## src/rtl/ps2_kbd_pkg.sv

```systemverilog
// Shared constants, event layout and decoder state encoding for the PS/2
// Set-2 scan-code decoder.
package ps2_kbd_pkg;

  localparam logic [7:0] PREFIX_EXT   = 8'hE0;
  localparam logic [7:0] PREFIX_BRK   = 8'hF0;
  localparam logic [7:0] PREFIX_PAUSE = 8'hE1;

  localparam logic [7:0] ST_ERR0    = 8'h00;
  localparam logic [7:0] ST_BAT_OK  = 8'hAA;
  localparam logic [7:0] ST_ECHO    = 8'hEE;
  localparam logic [7:0] ST_ACK     = 8'hFA;
  localparam logic [7:0] ST_BAT_ERR = 8'hFC;
  localparam logic [7:0] ST_ERR1    = 8'hFF;

  localparam logic [7:0] KEY_LSHIFT = 8'h12;
  localparam logic [7:0] KEY_RSHIFT = 8'h59;
  localparam logic [7:0] KEY_CTRL   = 8'h14;
  localparam logic [7:0] KEY_ALT    = 8'h11;
  localparam logic [7:0] KEY_CAPS   = 8'h58;

  // Event word: {brk, ext, code[7:0]}
  localparam int EVT_W        = 10;
  localparam int EVT_CODE_LSB = 0;
  localparam int EVT_EXT_BIT  = 8;
  localparam int EVT_BRK_BIT  = 9;

  typedef enum logic [2:0] {
    S_IDLE    = 3'd0,
    S_EXT     = 3'd1,
    S_BRK     = 3'd2,
    S_EXT_BRK = 3'd3,
    S_PAUSE   = 3'd4
  } dec_state_e;

  function automatic logic is_status(input logic [7:0] b);
    return (b == ST_ERR0) || (b == ST_BAT_OK) || (b == ST_ECHO) ||
           (b == ST_ACK)  || (b == ST_BAT_ERR) || (b == ST_ERR1);
  endfunction

  function automatic logic [EVT_W-1:0] make_evt(input logic ext, input logic brk,
                                                input logic [7:0] code);
    logic [EVT_W-1:0] e;
    e = '0;
    e[EVT_CODE_LSB +: 8] = code;
    e[EVT_EXT_BIT]       = ext;
    e[EVT_BRK_BIT]       = brk;
    return e;
  endfunction

endpackage

```

## src/rtl/ps2_scan_decoder_if.sv

```systemverilog
// Scan-code input and key-event output bundle of the decoder.
// valid/ready: the receive stage presents CODE while NEW_CODE is high (one byte per
// rising edge); an event transfers on any cycle where EVT_VALID and RD_EN are both 1.
interface ps2_scan_decoder_if;
  logic [7:0] CODE;
  logic       NEW_CODE;
  logic       RD_EN;
  logic [7:0] EVT_CODE;
  logic       EVT_EXT;
  logic       EVT_BRK;
  logic       EVT_VALID;

  modport slave (
    input  CODE, NEW_CODE, RD_EN,
    output EVT_CODE, EVT_EXT, EVT_BRK, EVT_VALID
  );

  modport master (
    output CODE, NEW_CODE, RD_EN,
    input  EVT_CODE, EVT_EXT, EVT_BRK, EVT_VALID
  );
endinterface

```

## src/rtl/ps2_event_fifo.sv

```systemverilog
// Show-ahead event FIFO: head entry is visible whenever empty is low.
// A push into a full FIFO succeeds only if the head is popped in the same cycle.
module ps2_event_fifo #(
  parameter int DEPTH = 4,
  parameter int W     = 10
) (
  input  logic         clk,
  input  logic         rst_n,
  input  logic         wr_en,
  input  logic [W-1:0] wr_data,
  input  logic         rd_en,
  output logic [W-1:0] rd_data,
  output logic         empty,
  output logic         full,
  output logic         drop
);
  localparam int AW = (DEPTH > 1) ? $clog2(DEPTH) : 1;
  localparam logic [AW:0] FULL_CNT = (AW + 1)'(DEPTH);

  logic [W-1:0]  mem_q [DEPTH];
  logic [W-1:0]  mem_d [DEPTH];
  logic [AW-1:0] wr_ptr_q, wr_ptr_d;
  logic [AW-1:0] rd_ptr_q, rd_ptr_d;
  logic [AW:0]   count_q, count_d;
  logic          do_push, do_pop;

  assign empty   = (count_q == '0);
  assign full    = (count_q == FULL_CNT);
  assign do_pop  = rd_en & ~empty;
  assign do_push = wr_en & (~full | do_pop);
  assign drop    = wr_en & full & ~do_pop;
  assign rd_data = mem_q[rd_ptr_q];

  always_comb begin
    mem_d    = mem_q;
    wr_ptr_d = wr_ptr_q;
    rd_ptr_d = rd_ptr_q;
    count_d  = count_q;
    if (do_push) begin
      mem_d[wr_ptr_q] = wr_data;
      wr_ptr_d        = wr_ptr_q + 1'b1;
    end
    if (do_pop) rd_ptr_d = rd_ptr_q + 1'b1;
    case ({do_push, do_pop})
      2'b10:   count_d = count_q + 1'b1;
      2'b01:   count_d = count_q - 1'b1;
      default: count_d = count_q;
    endcase
  end

  always_ff @(posedge clk or negedge rst_n) begin
    if (!rst_n) begin
      for (int i = 0; i < DEPTH; i++) mem_q[i] <= '0;
      wr_ptr_q <= '0;
      rd_ptr_q <= '0;
      count_q  <= '0;
    end else begin
      mem_q    <= mem_d;
      wr_ptr_q <= wr_ptr_d;
      rd_ptr_q <= rd_ptr_d;
      count_q  <= count_d;
    end
  end

endmodule

```

## src/rtl/ps2_scan_decoder.sv

```systemverilog
// Assembles Set-2 scan-code bytes (E0/F0/E1 prefixes) into key events, tracks
// modifier and Caps Lock state, and queues events for the application.
module ps2_scan_decoder
  import ps2_kbd_pkg::*;
#(
  parameter int FIFO_DEPTH = 4,
  parameter int PAUSE_SKIP = 7
) (
  input  logic                CLK,
  input  logic                RST,
  ps2_scan_decoder_if.slave   bus,
  output logic                FIFO_FULL,
  output logic                OVERFLOW,
  output logic                SHIFT,
  output logic                CTRL,
  output logic                ALT,
  output logic                CAPS_LOCK,
  output dec_state_e          dbg_state
);

  logic       s1_q, s2_q, s3_q;
  logic       accept;
  logic [7:0] byte_q, byte_d;
  logic       byte_vld_q, byte_vld_d;

  dec_state_e       state_q, state_d;
  logic [7:0]       skip_q, skip_d;
  logic             emit;
  logic [EVT_W-1:0] evt;
  logic             special;

  logic lshift_q, lshift_d, rshift_q, rshift_d;
  logic lctrl_q, lctrl_d, rctrl_q, rctrl_d;
  logic lalt_q, lalt_d, ralt_q, ralt_d;
  logic caps_held_q, caps_held_d, caps_q, caps_d;
  logic shift_q, shift_d, ctrl_q, ctrl_d, alt_q, alt_d;
  logic overflow_q, overflow_d;

  logic             evt_make, evt_ext;
  logic [7:0]       evt_code;
  logic [EVT_W-1:0] head;
  logic             fifo_empty, fifo_full, fifo_drop;

  // NEW_CODE is a level from another clock domain; act only on its rising edge.
  assign accept  = s2_q & ~s3_q;
  assign special = is_status(byte_q) || (byte_q == PREFIX_EXT) ||
                   (byte_q == PREFIX_BRK) || (byte_q == PREFIX_PAUSE);

  always_comb begin
    byte_vld_d = accept;
    byte_d     = accept ? bus.CODE : byte_q;
  end

  always_comb begin
    state_d = state_q;
    skip_d  = skip_q;
    emit    = 1'b0;
    evt     = '0;
    if (byte_vld_q) begin
      case (state_q)
        S_IDLE: begin
          if (byte_q == PREFIX_EXT) state_d = S_EXT;
          else if (byte_q == PREFIX_BRK) state_d = S_BRK;
          else if (byte_q == PREFIX_PAUSE) begin
            emit    = 1'b1;
            evt     = make_evt(1'b1, 1'b0, PREFIX_PAUSE);
            skip_d  = 8'(PAUSE_SKIP);
            state_d = S_PAUSE;
          end else if (!is_status(byte_q)) begin
            emit = 1'b1;
            evt  = make_evt(1'b0, 1'b0, byte_q);
          end
        end
        S_EXT: begin
          if (byte_q == PREFIX_BRK) state_d = S_EXT_BRK;
          else if (byte_q == PREFIX_EXT) state_d = S_EXT;
          else begin
            state_d = S_IDLE;
            if (!special) begin
              emit = 1'b1;
              evt  = make_evt(1'b1, 1'b0, byte_q);
            end
          end
        end
        S_BRK: begin
          state_d = S_IDLE;
          if (!special) begin
            emit = 1'b1;
            evt  = make_evt(1'b0, 1'b1, byte_q);
          end
        end
        S_EXT_BRK: begin
          state_d = S_IDLE;
          if (!special) begin
            emit = 1'b1;
            evt  = make_evt(1'b1, 1'b1, byte_q);
          end
        end
        S_PAUSE: begin
          // The rest of the pause sequence carries no key information.
          skip_d = skip_q - 1'b1;
          if (skip_q <= 8'd1) state_d = S_IDLE;
        end
        default: state_d = S_IDLE;
      endcase
    end
  end

  assign evt_make = ~evt[EVT_BRK_BIT];
  assign evt_ext  = evt[EVT_EXT_BIT];
  assign evt_code = evt[EVT_CODE_LSB +: 8];

  // Modifiers follow every decoded event, including ones the FIFO had to drop.
  always_comb begin
    lshift_d    = lshift_q;
    rshift_d    = rshift_q;
    lctrl_d     = lctrl_q;
    rctrl_d     = rctrl_q;
    lalt_d      = lalt_q;
    ralt_d      = ralt_q;
    caps_held_d = caps_held_q;
    caps_d      = caps_q;
    if (emit) begin
      if (!evt_ext && evt_code == KEY_LSHIFT) lshift_d = evt_make;
      if (!evt_ext && evt_code == KEY_RSHIFT) rshift_d = evt_make;
      if (!evt_ext && evt_code == KEY_CTRL)   lctrl_d  = evt_make;
      if ( evt_ext && evt_code == KEY_CTRL)   rctrl_d  = evt_make;
      if (!evt_ext && evt_code == KEY_ALT)    lalt_d   = evt_make;
      if ( evt_ext && evt_code == KEY_ALT)    ralt_d   = evt_make;
      if (!evt_ext && evt_code == KEY_CAPS) begin
        if (evt_make && !caps_held_q) caps_d = ~caps_q;
        caps_held_d = evt_make;
      end
    end
    shift_d    = lshift_d | rshift_d;
    ctrl_d     = lctrl_d | rctrl_d;
    alt_d      = lalt_d | ralt_d;
    overflow_d = overflow_q | fifo_drop;
  end

  always_ff @(posedge CLK or negedge RST) begin
    if (!RST) begin
      s1_q        <= 1'b0;
      s2_q        <= 1'b0;
      s3_q        <= 1'b0;
      byte_q      <= '0;
      byte_vld_q  <= 1'b0;
      state_q     <= S_IDLE;
      skip_q      <= '0;
      lshift_q    <= 1'b0;
      rshift_q    <= 1'b0;
      lctrl_q     <= 1'b0;
      rctrl_q     <= 1'b0;
      lalt_q      <= 1'b0;
      ralt_q      <= 1'b0;
      caps_held_q <= 1'b0;
      caps_q      <= 1'b0;
      shift_q     <= 1'b0;
      ctrl_q      <= 1'b0;
      alt_q       <= 1'b0;
      overflow_q  <= 1'b0;
    end else begin
      s1_q        <= bus.NEW_CODE;
      s2_q        <= s1_q;
      s3_q        <= s2_q;
      byte_q      <= byte_d;
      byte_vld_q  <= byte_vld_d;
      state_q     <= state_d;
      skip_q      <= skip_d;
      lshift_q    <= lshift_d;
      rshift_q    <= rshift_d;
      lctrl_q     <= lctrl_d;
      rctrl_q     <= rctrl_d;
      lalt_q      <= lalt_d;
      ralt_q      <= ralt_d;
      caps_held_q <= caps_held_d;
      caps_q      <= caps_d;
      shift_q     <= shift_d;
      ctrl_q      <= ctrl_d;
      alt_q       <= alt_d;
      overflow_q  <= overflow_d;
    end
  end

  ps2_event_fifo #(
    .DEPTH (FIFO_DEPTH),
    .W     (EVT_W)
  ) u_fifo (
    .clk     (CLK),
    .rst_n   (RST),
    .wr_en   (emit),
    .wr_data (evt),
    .rd_en   (bus.RD_EN),
    .rd_data (head),
    .empty   (fifo_empty),
    .full    (fifo_full),
    .drop    (fifo_drop)
  );

  assign bus.EVT_CODE  = head[EVT_CODE_LSB +: 8];
  assign bus.EVT_EXT   = head[EVT_EXT_BIT];
  assign bus.EVT_BRK   = head[EVT_BRK_BIT];
  assign bus.EVT_VALID = ~fifo_empty;
  assign FIFO_FULL     = fifo_full;
  assign OVERFLOW      = overflow_q;
  assign SHIFT         = shift_q;
  assign CTRL          = ctrl_q;
  assign ALT           = alt_q;
  assign CAPS_LOCK     = caps_q;
  assign dbg_state     = state_q;

endmodule

```

## src/flat_wrapper.sv

```systemverilog
// flat-port wrapper written by rule: the top's interface ports become plain ports
module ps2_scan_decoder_flat import ps2_kbd_pkg::*;
#(
  parameter int FIFO_DEPTH = 4,
  parameter int PAUSE_SKIP = 7
)
  (CLK, RST, FIFO_FULL, OVERFLOW, SHIFT, CTRL, ALT, CAPS_LOCK, dbg_state, bus_CODE, bus_NEW_CODE, bus_RD_EN, bus_EVT_CODE, bus_EVT_EXT, bus_EVT_BRK, bus_EVT_VALID);
  ps2_scan_decoder_if bus_i ();
  input  logic CLK;
  input  logic RST;
  output logic FIFO_FULL;
  output logic OVERFLOW;
  output logic SHIFT;
  output logic CTRL;
  output logic ALT;
  output logic CAPS_LOCK;
  output dec_state_e dbg_state;
  input wire logic [$bits(bus_i.CODE)-1:0] bus_CODE;
  input wire logic [$bits(bus_i.NEW_CODE)-1:0] bus_NEW_CODE;
  input wire logic [$bits(bus_i.RD_EN)-1:0] bus_RD_EN;
  output wire logic [$bits(bus_i.EVT_CODE)-1:0] bus_EVT_CODE;
  output wire logic [$bits(bus_i.EVT_EXT)-1:0] bus_EVT_EXT;
  output wire logic [$bits(bus_i.EVT_BRK)-1:0] bus_EVT_BRK;
  output wire logic [$bits(bus_i.EVT_VALID)-1:0] bus_EVT_VALID;
  assign bus_i.CODE = bus_CODE;
  assign bus_i.NEW_CODE = bus_NEW_CODE;
  assign bus_i.RD_EN = bus_RD_EN;
  assign bus_EVT_CODE = bus_i.EVT_CODE;
  assign bus_EVT_EXT = bus_i.EVT_EXT;
  assign bus_EVT_BRK = bus_i.EVT_BRK;
  assign bus_EVT_VALID = bus_i.EVT_VALID;
  ps2_scan_decoder #(.FIFO_DEPTH(FIFO_DEPTH), .PAUSE_SKIP(PAUSE_SKIP)) u_core (.CLK(CLK), .RST(RST), .bus(bus_i), .FIFO_FULL(FIFO_FULL), .OVERFLOW(OVERFLOW), .SHIFT(SHIFT), .CTRL(CTRL), .ALT(ALT), .CAPS_LOCK(CAPS_LOCK), .dbg_state(dbg_state));
endmodule
```

## config.mk

```make
export PLATFORM = sky130hd
export DESIGN_NAME = ps2_scan_decoder_flat
export DESIGN_NICKNAME = d
export VERILOG_FILES = /design/src/rtl/ps2_kbd_pkg.sv /design/src/rtl/ps2_scan_decoder_if.sv /design/src/rtl/ps2_event_fifo.sv /design/src/rtl/ps2_scan_decoder.sv /design/src/flat_wrapper.sv
export SDC_FILE = /design/constraint.sdc
export NUM_CORES = 1
export LEC_CHECK = 0
export BUFFER_PORTS_ARGS = -buffer_cell sky130_fd_sc_hd__buf_2
export CAP_MARGIN = 15
export CORE_ASPECT_RATIO = 0.5
export CORE_MARGIN = 2
export CORE_UTILIZATION = 50
export CTS_BUF_LIST = sky130_fd_sc_hd__clkbuf_8
export DETAILED_ROUTE_END_ITERATION = 16
export PLACE_DENSITY_LB_ADDON = 0.3
export SLEW_MARGIN = 20
export SYNTH_ARGS = -nofsm -noshare
export SYNTH_HDL_FRONTEND = slang
export SYNTH_SLANG_ARGS = --single-unit
export TNS_END_PERCENT = 30
```

## constraint.sdc

```tcl
create_clock -name CLK -period 3.4 [get_ports CLK]
set_input_delay 0.17 -clock CLK [delete_from_list [all_inputs] [get_ports CLK]]
set_output_delay 0.17 -clock CLK [all_outputs]
set_load 0.01 [all_outputs]
```

; Word level (Yosys, flattened, before mapping)
; Index checks and enable logic that the tools add are counted.
[word_totals]
ff_bits = 82
input_bits = 12
output_inout_bits = 20
word_cells = 157
[op_classes]
n_addsub = 5
magnitude_cmp = 4
eq_ne = 25
mux = 50
bitwise = 18
n_reduce_logical = 29
[ops]
columns = operator, count
row1 = $mux W10, 11
row2 = $eq A8 B8 Y1 const B, 8
row3 = $bwmux W40, 1
row4 = $pmux W10 S4, 1
row5 = $mux W8, 4
row6 = $eq A8 B5 Y1 const B, 3
row7 = $mux W1, 21
row8 = $bmux W10 S2, 1
row9 = $demux W10 S2, 1
row10 = $eq A8 B7 Y1 const B, 2
row11 = $pmux W8 S2, 1
row12 = $mux W3, 5
row13 = $logic_and A1 B1 Y1, 9
row14 = $mux W9, 1
row15 = $pmux W3 S3, 1
row16 = $le A8 B1 Y1 const B, 1
row17 = $logic_not A8 Y1, 1
row18 = $logic_or A1 B1 Y1, 8
row19 = $sub A8 B1 Y8 const B, 1
row20 = $eq A3 B2 Y1 const B, 2
row21 = $eq A3 B3 Y1 const B, 2
row22 = $ge A3 B3 Y1 const B, 2
row23 = $logic_not A3 Y1, 2
row24 = $not A1 Y1, 6
row25 = other kinds (21), 36

; Longest topological paths before layout
; Gate-level depths: netlist of run 1.
[logic_depth]
ltp_word = 19
ltp_mapped = 13
ltp_nobuf = 11

; Cells and area by module
; A second synthesis of run 1 with hierarchy kept.
[hier_totals]
hier_cells = 328
hier_area_um2 = 4107.7
[by_module_without_submodules]
columns = mod, n_inst, cells_each, area_each_um2, seq_area_each_um2
row1 = ps2_event_fifo, 1, 134, 2144.6, 1176.1
row2 = ps2_scan_decoder, 1, 194, 1963.1, 875.8

; Least setup slack after synthesis of run 1
; Ideal clock, no wire load.
[synth_path]
kind = register to register
from = register u_core.byte_q[2]
to = register u_core.u_fifo.count_q[2]
setup_ps = 79
t_arrival_ps = 2488
required_time_ps = 3321
slack_ps = 833
path_stages_with_launch = 14
path_buffers = 2
cell_sequence = dfrtp_1 -> buf_6 -> or3_4 -> a211oi_2 -> nor4_2 -> buf_6 -> and2_2 -> inv_1 -> ha_1 -> inv_1 -> fa_1 -> xor2_1 -> nor2_1 -> xor2_1
[synth_via]
elab_chain_len = 17
word_cells_on_any_way = 31
classes_between = 10 x eq/ne / 10 x mux / 1 x bitwise / 10 x reduce/logical
[synth_lines]
columns = item, line_no
row1 = "start, declared", ps2_scan_decoder.sv:23  ; logic [7:0] byte_q, byte_d;
row2 = "start signal, assigned", ps2_scan_decoder.sv:166  ; byte_q <= byte_d;
row3 = $eq A8 B8 Y1 or $logic_not A8 Y1 (tied branches), ps2_kbd_pkg.sv:37  ; return (b == ST_ERR0) || (b == ST_BAT_OK) || (b == ST_ECHO) ||
row4 = $logic_or A1 B1 Y1 (3 in a row), ps2_kbd_pkg.sv:37
row5 = $logic_or A1 B1 Y1 (2 in a row), ps2_kbd_pkg.sv:38  ; (b == ST_ACK) || (b == ST_BAT_ERR) || (b == ST_ERR1);
row6 = $logic_or A1 B1 Y1 (2 in a row), ps2_scan_decoder.sv:46  ; assign special = is_status(byte_q) || (byte_q == PREFIX_EXT) ||
row7 = $logic_or A1 B1 Y1, ps2_scan_decoder.sv:47  ; (byte_q == PREFIX_BRK) || (byte_q == PREFIX_PAUSE);
row8 = $mux W1, "ps2_scan_decoder.sv:79, ps2_scan_decoder.sv:87, ps2_scan_decoder.sv:94"
row9 = $mux W1, ps2_scan_decoder.sv:76  ; else if (byte_q == PREFIX_EXT) state_d = S_EXT;
row10 = $mux W1, ps2_scan_decoder.sv:75  ; if (byte_q == PREFIX_BRK) state_d = S_EXT_BRK;
row11 = $pmux W1 S3 (*), ps2_scan_decoder.sv:60  ; case (state_q)
row12 = $mux W1 (*), ps2_scan_decoder.sv:59  ; if (byte_vld_q) begin
row13 = $and A1 B1 Y1 (*), ps2_event_fifo.sv:30  ; assign do_push = wr_en & (~full | do_pop);
row14 = $eq A2 B1 Y1 or $eq A2 B2 Y1 (tied branches), ps2_event_fifo.sv:44  ; case ({do_push, do_pop})
row15 = $pmux W3 S2 or $reduce_bool A2 Y1 (tied branches), -
row16 = "end signal, assigned", ps2_event_fifo.sv:61  ; count_q <= count_d;
row17 = "end, declared", ps2_event_fifo.sv:24  ; logic [AW:0] count_q, count_d;
; Mark *: on every way between the ends. The rest lies on a longest branch, timed or not.
; A chain may end at the register's enable or synchronous reset.

; Worst setup path after layout of run 1
; Ends and elaborated chain as after synthesis.

==> results by group, run 1 <==
Outcome
  – Status: finished clean

Drt
  – Detailed-route wire length per cell: 17.8 um
  – DRC violation total after the first TritonRoute iteration: 278
  – Number of DRC violations after detailed routing: 0
  – Count of vias placed by the detailed router: 2683
  – Number of nets with antenna violations after routing: 0
  – Routed wire length: 8400 um
  – Drt pass-1 iters: 4
  – Mean number of vias per cell: around 5.7

Place
  – Inst Count DP: 455
  – Hpwl dp: 5780 um
  – Global placer's final weighted congestion: 0.853
  – Cell area reported after detailed placement: 4390 sq um
  – IO buf count: 31

Clock network
  – Total number of H-tree levels: 3
  – CTS Sinks: slightly above 80
  – Insertion delay of the later-clocked pin in the worst-skew pair: 0.37 ns
  – Max Root-Sink Buffers: 2
  – Number of clock buffers inserted by TritonCTS: 9
  – Buffers inserted by post-CTS timing repair: 0
  – CTS clk-pin slew, worst paths: 0.09 ns
  – CTS tree: done
  – Clock root cell: sky130_fd_sc_hd__clkbuf_8
  – Gates resized, CTS repair: 0

Yosys
  – Cells taking the most area after synthesis: sky130_fd_sc_hd__dfrtp_1 49%, sky130_fd_sc_hd__mux2_4 11%, sky130_fd_sc_hd__mux4_2 5.4%, sky130_fd_sc_hd__mux2_2 4.8%, sky130_fd_sc_hd__ha_1 2.1%
  – Cell taking the most area after synthesis: sky130_fd_sc_hd__dfrtp_1
  – Synth cell types: 59
  – Number of warnings reported in the yosys synthesis log: 0
  – Number of synthesized register bits: between 80 and 90
  – Fraction of post-synthesis cell area in the top cell type by area: 0.488
  – Cells after synthesis: roughly 330
  – Mean cell area of the mapped netlist: approximately 13 sq um
  – Sequential share of the synthesized area: 0.488
  – Top_reg_cell synth: sky130_fd_sc_hd__dfrtp_1
  – Number of enable flip-flop cells after synthesis: 0
  – Top cells by count, synth: 82 x sky130_fd_sc_hd__dfrtp_1, 30 x sky130_fd_sc_hd__mux2_4, 18 x sky130_fd_sc_hd__mux2_2, 14 x sky130_fd_sc_hd__inv_1, 13 x sky130_fd_sc_hd__nand2_1
  – Synthesized net count: 345
  – Netlist area before placement: 4210 sq um
  – Share of synthesized registers carrying an async set or reset: 1.00
  – Most frequently used cell type in the post-synthesis netlist: sky130_fd_sc_hd__dfrtp_1

Critical path
  – Startpoint of the lowest-slack register-to-register path: u_core.byte_q[2]$_DFFE_PN0P_
  – Critical Setup Path Class: flop to flop
  – Worst reg-to-reg setup slack: ~0.57 ns
  – Required time of the worst setup path: between 3 and 4 ns
  – Crit start category: flop
  – Worst-path fanout max: 11
  – Number of cells on the worst reg-to-reg path: 12
  – RR Endpoint: u_core.u_fifo.count_q[2]$_DFFE_PN0P_
  – Nature of the critical path endpoint: flop
  – Arrival time worst endpoint: roughly 3.1 ns

Cells and area
  – Fillers: 645
  – Number of nets in the layout: around 380
  – Final standard cell area without fillers: 4580 sq um
  – Number of antenna cells inserted: 0
  – Post-route non-filler standard cell count: 473
  – Fraction of layout instances using a drive strength above 1: 0.357
  – P&R area growth vs syn: 8.83%

Pwr
  – Share of total power in sequential cells: 0.482
  – Part of the power in the clock network: 0.194
  – Internal power summed over all cells: 2.12 mW
  – Total power after layout: between 3 and 4 mW
  – Switching share of power: 0.330
  – Combinational share of power: 0.324
  – Net switching power: ~1.0 mW
  – Ratio of total power to cell area: 692 nW/um^2
  – Leakage power figure: roughly 2.2 nW
  – Worst-case vdd ir drop: 0.259 mV

Floorplan
  – Width of the chip: 134 um
  – Number of standard-cell rows in the floorplan: 23
  – Die height: 68.9 um
  – Placeable core region: 8090 sq um
  – Number of top-level design ports: 32
  – Effective utilization at floorplan: 0.520
  – Die area: ~9200 sq um

Hold path
  – Worst hold path startpoint: bus_CODE[4]
  – Terminating pin of the worst hold path: u_core.byte_q[4]$_DFFE_PN0P_
  – Worst hold path class: input pin to flop
  – WHS Path Cells: 3

Job
  – Max-cap violations: 0

GRT
  – Pin count of the biggest net entering global routing: just over 80
  – All-Layer GR Usage: 0.202
  – Grt met1 use: 0.257
  – Met3 Resource Use GR: 0.0570
  – Leftover overflow at the end of global routing: 0
  – Number of antenna violations at the first check in global routing: 0
  – Vias in the first global route: roughly 2700
  – Global-route met2 utilization: 0.335
  – Global route hottest layer: met2
  – Wire length of the first global-routing pass: 13800 um

STA
  – Number of max-slew violations in the final report: 0
  – Fin Setup TNS: 0 ns
  – Worst-Margin Slew: roughly 0.8 ns
  – Unrepaired setup endpoints after global routing: false
  – Final Critical Period: 2.83 ns
  – Final clock period utilization by the worst path: 0.831
  – Number of failing hold endpoints at the final stage: 0
  – Final number of setup-violating endpoints: 0
  – Achievable clock frequency: 0.354 GHz
  – Clock Skews: 0.0158 ns
  – Normalized max-slew margin: 0.459
==> worst max-delay path, cell delays in order, from the launching register on <==
cell and delay [ns]:
sky130_fd_sc_hd__dfrtp_1 0.55, sky130_fd_sc_hd__a21boi_0 0.18, sky130_fd_sc_hd__a2111oi_2 0.46, sky130_fd_sc_hd__nor4_2 0.10
sky130_fd_sc_hd__buf_4 0.18, sky130_fd_sc_hd__and2_2 0.21, sky130_fd_sc_hd__inv_1 0.06, sky130_fd_sc_hd__ha_1 0.17
sky130_fd_sc_hd__inv_1 0.06, sky130_fd_sc_hd__fa_1 0.37, sky130_fd_sc_hd__xor2_1 0.15, sky130_fd_sc_hd__nor2_1 0.12
sky130_fd_sc_hd__xor2_1 0.15
==> timing repair <==
| action | 4_1_cts | 5_1_grt |
|---|---|---|
| setup endpoints to repair | 0 | 0 |
| hold endpoints to repair | 1 | 82 |
| hold buffers | 1 | 1 |
==> worst max path at each step <==
stage                                             from                                    to  slack (ns)  cells after the start
after floorplan           u_core.byte_q[2]$_DFFE_PN0P_  u_core.u_fifo.count_q[2]$_DFFE_PN0P_        0.83                     13
after global placement    u_core.byte_q[2]$_DFFE_PN0P_  u_core.u_fifo.count_q[2]$_DFFE_PN0P_        0.73                     12
after detailed placement  u_core.byte_q[2]$_DFFE_PN0P_  u_core.u_fifo.count_q[2]$_DFFE_PN0P_        0.61                     12
after CTS                 u_core.byte_q[2]$_DFFE_PN0P_  u_core.u_fifo.count_q[2]$_DFFE_PN0P_        0.60                     12
after global routing      u_core.byte_q[2]$_DFFE_PN0P_  u_core.u_fifo.count_q[2]$_DFFE_PN0P_        0.32                     12
final                     u_core.byte_q[2]$_DFFE_PN0P_  u_core.u_fifo.count_q[2]$_DFFE_PN0P_        0.57                     12
==> stage by stage <==
stage | worst slack [ns] | util | hold WS [ns]
2_1_floorplan | 0.833 | - | -0.126
3_3_place_gp | 0.731 | 0.543 | 0.278
3_5_place_dp | 0.607 | 0.543 | 0.279
4_1_cts | 0.603 | 0.564 | 0.00522
5_1_grt | 0.320 | 0.566 | 0.0355
6_report | 0.574 | 0.566 | 0.0223
==> registers in the layout, indices dropped and copies added (netlist names), 2 cells and up <==
| name | flops |
|---|---|
| u_core.byte_q | 8 |
| u_core.dbg_state | 3 |
| u_core.skip_q | 8 |
| u_core.u_fifo.count_q | 3 |
| u_core.u_fifo.mem_q | 40 |
| u_core.u_fifo.rd_ptr_q | 2 |
| u_core.u_fifo.wr_ptr_q | 2 |
==> cell type report <==
cell class | instances | area (sq um) | share of cell area
Multi-Input combinational cell | 211 | 1950 | 0.426
Tap cell | 112 | 140 | 0.0306
Sequential cell | 82 | 2050 | 0.448
Clock buffer | 9 | 124 | 0.0271
Timing Repair Buffer | 38 | 219 | 0.0478
Inverter | 14 | 52.6 | 0.0115
Clock inverter | 7 | 40.0 | 0.00875
==> cell families (layout without fill, tap and decap cells) <==
family          Yosys count  count (layout)  synth area share
flops                    82              82             0.488
compound gates           39              39            0.0660
xor+xnor                 12              12            0.0250
simple gates             93              93             0.136
mux                      59              59             0.211
buf+inv                  32              68            0.0485
fa+ha+maj                 8               8            0.0256
==> cell usage in the layout, fill, tap and decap left out, types with 2 or more instances in the layout <==
master                           n
sky130_fd_sc_hd__a41oi_1         2
sky130_fd_sc_hd__nand4_1         4
sky130_fd_sc_hd__nor2b_1         2
sky130_fd_sc_hd__o21a_1          2
sky130_fd_sc_hd__nand2b_1        5
sky130_fd_sc_hd__dlygate4sd3_1   2
sky130_fd_sc_hd__a21oi_1         5
sky130_fd_sc_hd__nand3_1         9
sky130_fd_sc_hd__or3_1           6
sky130_fd_sc_hd__buf_2          30
sky130_fd_sc_hd__inv_1          17
sky130_fd_sc_hd__clkbuf_8        9
sky130_fd_sc_hd__buf_4           5
sky130_fd_sc_hd__and2_2          6
sky130_fd_sc_hd__a21o_1          2
sky130_fd_sc_hd__nand2_1        13
sky130_fd_sc_hd__mux2_2         18
sky130_fd_sc_hd__nand3b_1        2
sky130_fd_sc_hd__o21ai_0        11
sky130_fd_sc_hd__dfrtp_1        82
sky130_fd_sc_hd__and3_4          3
sky130_fd_sc_hd__nor3_1          5
sky130_fd_sc_hd__xor2_1          5
sky130_fd_sc_hd__clkinvlp_4      2
sky130_fd_sc_hd__mux2_4         30
sky130_fd_sc_hd__ha_1            7
sky130_fd_sc_hd__a31oi_1         3
sky130_fd_sc_hd__and3_1          5
sky130_fd_sc_hd__nor4_1          4
sky130_fd_sc_hd__and2_1          4
sky130_fd_sc_hd__nor3b_1         2
sky130_fd_sc_hd__mux4_2         10
sky130_fd_sc_hd__or4_1           2
sky130_fd_sc_hd__xnor2_1         7
sky130_fd_sc_hd__nor2_1         12
sky130_fd_sc_hd__nor4_2          3
==> power by group through the flow <==
| stage | registers, mW | clock network (mW) | logic [mW] |
|---|---|---|---|
| after global placement | 1.51 | 0 | 0.986 |
| after global routing | 1.57 | 0.672 | 1.13 |
| after floorplan | 1.41 | 0 | 0.889 |
| final | 1.53 | 0.615 | 1.03 |
| after detailed placement | 1.54 | 0 | 1.03 |
| after CTS | 1.53 | 0.632 | 1.04 |
==> routing by layer <==
metal | up-vias | share of wire
li1 | 1229 | -
met1 | 1373 | 0.47
met2 | 60 | 0.46
met3 | 21 | 0.045
met4 | 0 | 0.020
met5 | - | 0
No activity file was read; power rests on OpenSTA's default activity.
==> inputs of run 2 (changes only) <==
--- a/config.mk
+++ b/config.mk
@@ -5,6 +5,7 @@
 export SDC_FILE = /design/constraint.sdc
 export NUM_CORES = 1
 export LEC_CHECK = 0
+export ABC_AREA = 1
 export BUFFER_PORTS_ARGS = -buffer_cell sky130_fd_sc_hd__buf_2
 export CAP_MARGIN = 15
 export CORE_ASPECT_RATIO = 0.5
==> constraint.sdc (replaced) <==
create_clock -name CLK -period 2.95 [get_ports CLK]
set_input_delay 0.1475 -clock CLK [delete_from_list [all_inputs] [get_ports CLK]]
set_output_delay 0.1475 -clock CLK [all_outputs]
set_load 0.01 [all_outputs]
==> results by group, run 2 <==
Floorplan
  – Die area: 9200 sq um (was 9210 sq um)
  – Placeable core region: 8090 sq um (unchanged)
  – Die height: 68.9 um (about the same)
  – Effective utilization at floorplan: 0.520 (about the same)
  – Number of top-level design ports: 32 (unchanged)
  – Width of the chip: 134 um (about the same)
  – Number of standard-cell rows in the floorplan: 23 (unchanged)

Critical path
  – Startpoint of the lowest-slack register-to-register path: u_core.byte_q[3]$_DFFE_PN0P_ (was u_core.byte_q[2]$_DFFE_PN0P_)
  – Critical Setup Path Class: flop to flop (unchanged)
  – Worst reg-to-reg setup slack: 0.47 ns (was 0.57 ns)
  – Crit start category: flop (unchanged)
  – Nature of the critical path endpoint: flop (unchanged)
  – Worst-path fanout max: 7 (was 11)
  – Required time of the worst setup path: 3.20 ns (was 3.70 ns)
  – RR Endpoint: u_core.u_fifo.count_q[2]$_DFFE_PN0P_ (unchanged)
  – Number of cells on the worst reg-to-reg path: 17 (was 12)
  – Arrival time worst endpoint: 2.73 ns (was 3.12 ns)

Clock network
  – CTS clk-pin slew, worst paths: 0.08 ns (was 0.09 ns)
  – Gates resized, CTS repair: 0 (unchanged)
  – CTS Sinks: 82 (unchanged)
  – Total number of H-tree levels: 3 (unchanged)
  – Insertion delay of the later-clocked pin in the worst-skew pair: 0.38 ns (was 0.37 ns)
  – Number of clock buffers inserted by TritonCTS: 9 (unchanged)
  – Clock root cell: sky130_fd_sc_hd__clkbuf_8 (unchanged)
  – CTS tree: done (unchanged)
  – Max Root-Sink Buffers: 2 (unchanged)

Drt
  – DRC violation total after the first TritonRoute iteration: 184 (was 278)
  – Number of DRC violations after detailed routing: 0 (unchanged)
  – Drt pass-1 iters: 4 (unchanged)
  – Number of nets with antenna violations after routing: 0 (unchanged)
  – Routed wire length: 8720 um (was 8400 um)
  – Detailed-route wire length per cell: 13.3 um (was 17.8 um)
  – Count of vias placed by the detailed router: 3283 (was 2683)
  – Mean number of vias per cell: 5.00 (was 5.67)

Cells and area
  – Most frequent cells in the layout: 106 x sky130_fd_sc_hd__nand2_1, 82 x sky130_fd_sc_hd__dfrtp_1, 52 x sky130_fd_sc_hd__inv_1, 52 x sky130_fd_sc_hd__nor2_1, 40 x sky130_fd_sc_hd__o21ai_1 (was 82 x sky130_fd_sc_hd__dfrtp_1, 30 x sky130_fd_sc_hd__mux2_4, 30 x sky130_fd_sc_hd__buf_2, 18 x sky130_fd_sc_hd__mux2_2, 17 x sky130_fd_sc_hd__inv_1)
  – Number of flip-flops under the largest register name: 40 (unchanged)
  – Number of nets in the layout: 559 (was 376)
  – Reg with most FFs: u_core.u_fifo.mem_q (unchanged)
  – Final cell utilization of the core: 0.582 (was 0.566)
  – P&R area growth vs syn: 11.9% (was 8.83%)
  – Area of the multi-input gates: 1830 sq um (was 1950 sq um)
  – Number of antenna cells inserted: 0 (unchanged)
  – Fillers: 716 (was 645)
  – Fraction of layout instances using a drive strength above 1: 0.180 (was 0.357)
  – Area used by sequential logic in the layout: 2050 sq um (unchanged)
  – Commonest non-fill, non-tap cell in the layout: sky130_fd_sc_hd__nand2_1 (was sky130_fd_sc_hd__dfrtp_1)
  – Registers with the most flip-flops: u_core.u_fifo.mem_q x40, u_core.byte_q x8, u_core.skip_q x8 (unchanged)

GRT
  – Grt met1 use: 0.283 (was 0.257)
  – Global-route met2 utilization: 0.354 (was 0.335)
  – All-Layer GR Usage: 0.215 (was 0.202)
  – Pin count of the biggest net entering global routing: 43 (was 83)
  – Leftover overflow at the end of global routing: 0 (unchanged)
  – Global route hottest layer: met2 (unchanged)
  – Number of antenna violations at the first check in global routing: 0 (unchanged)
  – Vias in the first global route: 3204 (was 2694)
  – Wire length of the first global-routing pass: 15000 um (was 13800 um)
  – Met3 Resource Use GR: 0.0592 (was 0.0570)

STA
  – Normalized max-slew margin: 0.438 (was 0.459)
  – Fin Setup TNS: 0 ns (unchanged)
  – Final clock period utilization by the worst path: 0.841 (was 0.831)
  – Unrepaired setup endpoints after global routing: false (unchanged)
  – Worst-Margin Slew: 0.840 ns (was 0.810 ns)
  – Number of max-slew violations in the final report: 0 (unchanged)
  – Achievable clock frequency: 0.403 GHz (was 0.354 GHz)
  – Final Critical Period: 2.48 ns (was 2.83 ns)
  – Clock Skews: 0.0200 ns (was 0.0158 ns)
  – Post-route worst setup slack: 0.470 ns (was 0.574 ns)
  – Number of failing hold endpoints at the final stage: 0 (unchanged)
  – Final number of setup-violating endpoints: 0 (unchanged)

Yosys
  – Number of warnings reported in the yosys synthesis log: 0 (unchanged)
  – Top_reg_cell synth: sky130_fd_sc_hd__dfrtp_1 (unchanged)
  – Synthesized net count: 525 (was 345)
  – Cells after synthesis: 505 (was 325)
  – Fraction of post-synthesis cell area in the top cell type by area: 0.488 (about the same)
  – Top cells by count, synth: 106 x sky130_fd_sc_hd__nand2_1, 82 x sky130_fd_sc_hd__dfrtp_1, 52 x sky130_fd_sc_hd__nor2_1, 51 x sky130_fd_sc_hd__inv_1, 40 x sky130_fd_sc_hd__o21ai_1 (was 82 x sky130_fd_sc_hd__dfrtp_1, 30 x sky130_fd_sc_hd__mux2_4, 18 x sky130_fd_sc_hd__mux2_2, 14 x sky130_fd_sc_hd__inv_1, 13 x sky130_fd_sc_hd__nand2_1)
  – Mean cell area of the mapped netlist: 8.33 sq um (was 12.9 sq um)
  – Number of synthesized register bits: 82 (unchanged)
  – Most frequently used cell type in the post-synthesis netlist: sky130_fd_sc_hd__nand2_1 (was sky130_fd_sc_hd__dfrtp_1)
  – Share of synthesized registers carrying an async set or reset: 1.00 (unchanged)
  – Sequential share of the synthesized area: 0.488 (about the same)
  – Netlist area before placement: 4210 sq um (about the same)
  – Synth cell types: 35 (was 59)
  – Number of enable flip-flop cells after synthesis: 0 (unchanged)
  – Cell taking the most area after synthesis: sky130_fd_sc_hd__dfrtp_1 (unchanged)
  – Cells taking the most area after synthesis: sky130_fd_sc_hd__dfrtp_1 49%, sky130_fd_sc_hd__nand2_1 9.5%, sky130_fd_sc_hd__o21ai_1 4.8%, sky130_fd_sc_hd__nor2_1 4.6%, sky130_fd_sc_hd__inv_1 4.6% (was sky130_fd_sc_hd__dfrtp_1 49%, sky130_fd_sc_hd__mux2_4 11%, sky130_fd_sc_hd__mux4_2 5.4%, sky130_fd_sc_hd__mux2_2 4.8%, sky130_fd_sc_hd__ha_1 2.1%)

Pwr
  – Ratio of total power to cell area: 862 nW/um^2 (was 692 nW/um^2)
  – Total power after layout: 4.06 mW (was 3.17 mW)
  – Leakage power figure: 2.30 nW (was 2.16 nW)
  – Worst-case vdd ir drop: 0.378 mV (was 0.259 mV)

Place
  – IO buf count: 31 (unchanged)
  – Worst Setup Slack post-DPL: 0.469 ns (was 0.607 ns)
  – Hpwl dp: 6200 um (was 5780 um)
  – Global placer's final weighted congestion: 0.857 (was 0.853)

Hold path
  – Worst hold path startpoint: bus_CODE[4] (unchanged)
  – Terminating pin of the worst hold path: u_core.byte_q[4]$_DFFE_PN0P_ (unchanged)
  – WHS Path Cells: 3 (unchanged)
  – Worst hold path class: input pin to flop (unchanged)

Job
  – Max-cap violations: 0 (unchanged)

Outcome
  – Status: finished clean (unchanged)
run 2: changes by cell type after synthesis, moves of 8 or more:
cell / previous run / this run
sky130_fd_sc_hd__nand2_1: 13 / 106
sky130_fd_sc_hd__nor2_1: 12 / 52
sky130_fd_sc_hd__o21ai_1: 0 / 40
sky130_fd_sc_hd__inv_1: 14 / 51
sky130_fd_sc_hd__mux2_4: 30 / 0
sky130_fd_sc_hd__o21ai_0: 11 / 36
sky130_fd_sc_hd__mux2_2: 18 / 0
sky130_fd_sc_hd__nand2_2: 0 / 15
sky130_fd_sc_hd__o22ai_1: 0 / 11
sky130_fd_sc_hd__mux4_2: 10 / 0
sky130_fd_sc_hd__nand4_1: 4 / 12
run 2: how the worst max path moves through the flow:
stage	slack (ns)	end	startpoint	cells after the start
CTS	0.46	u_core.u_fifo.count_q[2]$_DFFE_PN0P_	u_core.byte_q[3]$_DFFE_PN0P_	17
global placement	0.52	u_core.u_fifo.count_q[2]$_DFFE_PN0P_	u_core.byte_q[3]$_DFFE_PN0P_	17
floorplan	0.64	u_core.u_fifo.count_q[2]$_DFFE_PN0P_	u_core.byte_q[3]$_DFFE_PN0P_	17
global route	0.26	u_core.u_fifo.count_q[2]$_DFFE_PN0P_	u_core.byte_q[4]$_DFFE_PN0P_	17
finish	0.47	u_core.u_fifo.count_q[2]$_DFFE_PN0P_	u_core.byte_q[3]$_DFFE_PN0P_	17
detailed placement	0.47	u_core.u_fifo.count_q[2]$_DFFE_PN0P_	u_core.byte_q[3]$_DFFE_PN0P_	17
run 2: cell type report:
cell class,count,area share
well taps,112,0.0298
flip-flops and latches,82,0.436
clock inverters,6,0.0189
inverters,60,0.0489
repair buffers,39,0.0489
clock buffers,10,0.0292
multi-input cells,347,0.388
run 2: kinds of logic after synthesis:
logic type / share of synthesized area
fa+ha+maj: 0.0256
xor+xnor: 0.0187
simple gates: 0.265
buf+inv: 0.0777
compound gates: 0.126
flops: 0.488
run 2: stage by stage:
stage / hold WS, ns / cells / cell area, sq um
global route: 0.0234 / 656 / 4710
detailed placement: 0.168 / 635 / 4430
finish: 0.0147 / 656 / 4710
CTS: 0.00381 / 656 / 4710
floorplan: -0.148 / 505 / 4210
global placement: 0.161 / 635 / 4430
run 2: worst max-delay path, stage by stage, from the launching register on:
cell,delay [ns]
sky130_fd_sc_hd__dfrtp_1,0.40
sky130_fd_sc_hd__inv_2,0.10
sky130_fd_sc_hd__nand2_2,0.08
sky130_fd_sc_hd__nor2_4,0.16
sky130_fd_sc_hd__nand2_2,0.09
sky130_fd_sc_hd__nand3_2,0.10
sky130_fd_sc_hd__nand2_1,0.06
sky130_fd_sc_hd__nand3_2,0.09
sky130_fd_sc_hd__nand2_4,0.08
sky130_fd_sc_hd__nand2_2,0.09
sky130_fd_sc_hd__inv_2,0.06
sky130_fd_sc_hd__nand2_4,0.08
sky130_fd_sc_hd__ha_1,0.14
sky130_fd_sc_hd__inv_1,0.07
sky130_fd_sc_hd__fa_1,0.37
sky130_fd_sc_hd__a21oi_1,0.14
sky130_fd_sc_hd__o21ai_0,0.10
sky130_fd_sc_hd__xor2_1,0.15
run 2: report_power, final:
part | switching [mW] | total (mW) | internal, mW | leakage, nW
clock network | 0.421 | 0.922 | 0.501 | 0.114
registers | 0.218 | 1.65 | 1.43 | 1.08
logic | 0.938 | 1.49 | 0.551 | 1.10
total | 1.58 | 4.06 | 2.48 | 2.30
run 2: layer usage:
metal	wire length [um]	part of all wire
met5	0	0
met4	95	0.011
met3	476	0.055
met2	3750	0.43
met1	4400	0.50
run 2: repair_timing:
action	4_1_cts	5_1_grt
setup buffers	0	0
hold endpoints to repair	44	0
hold buffers	5	0
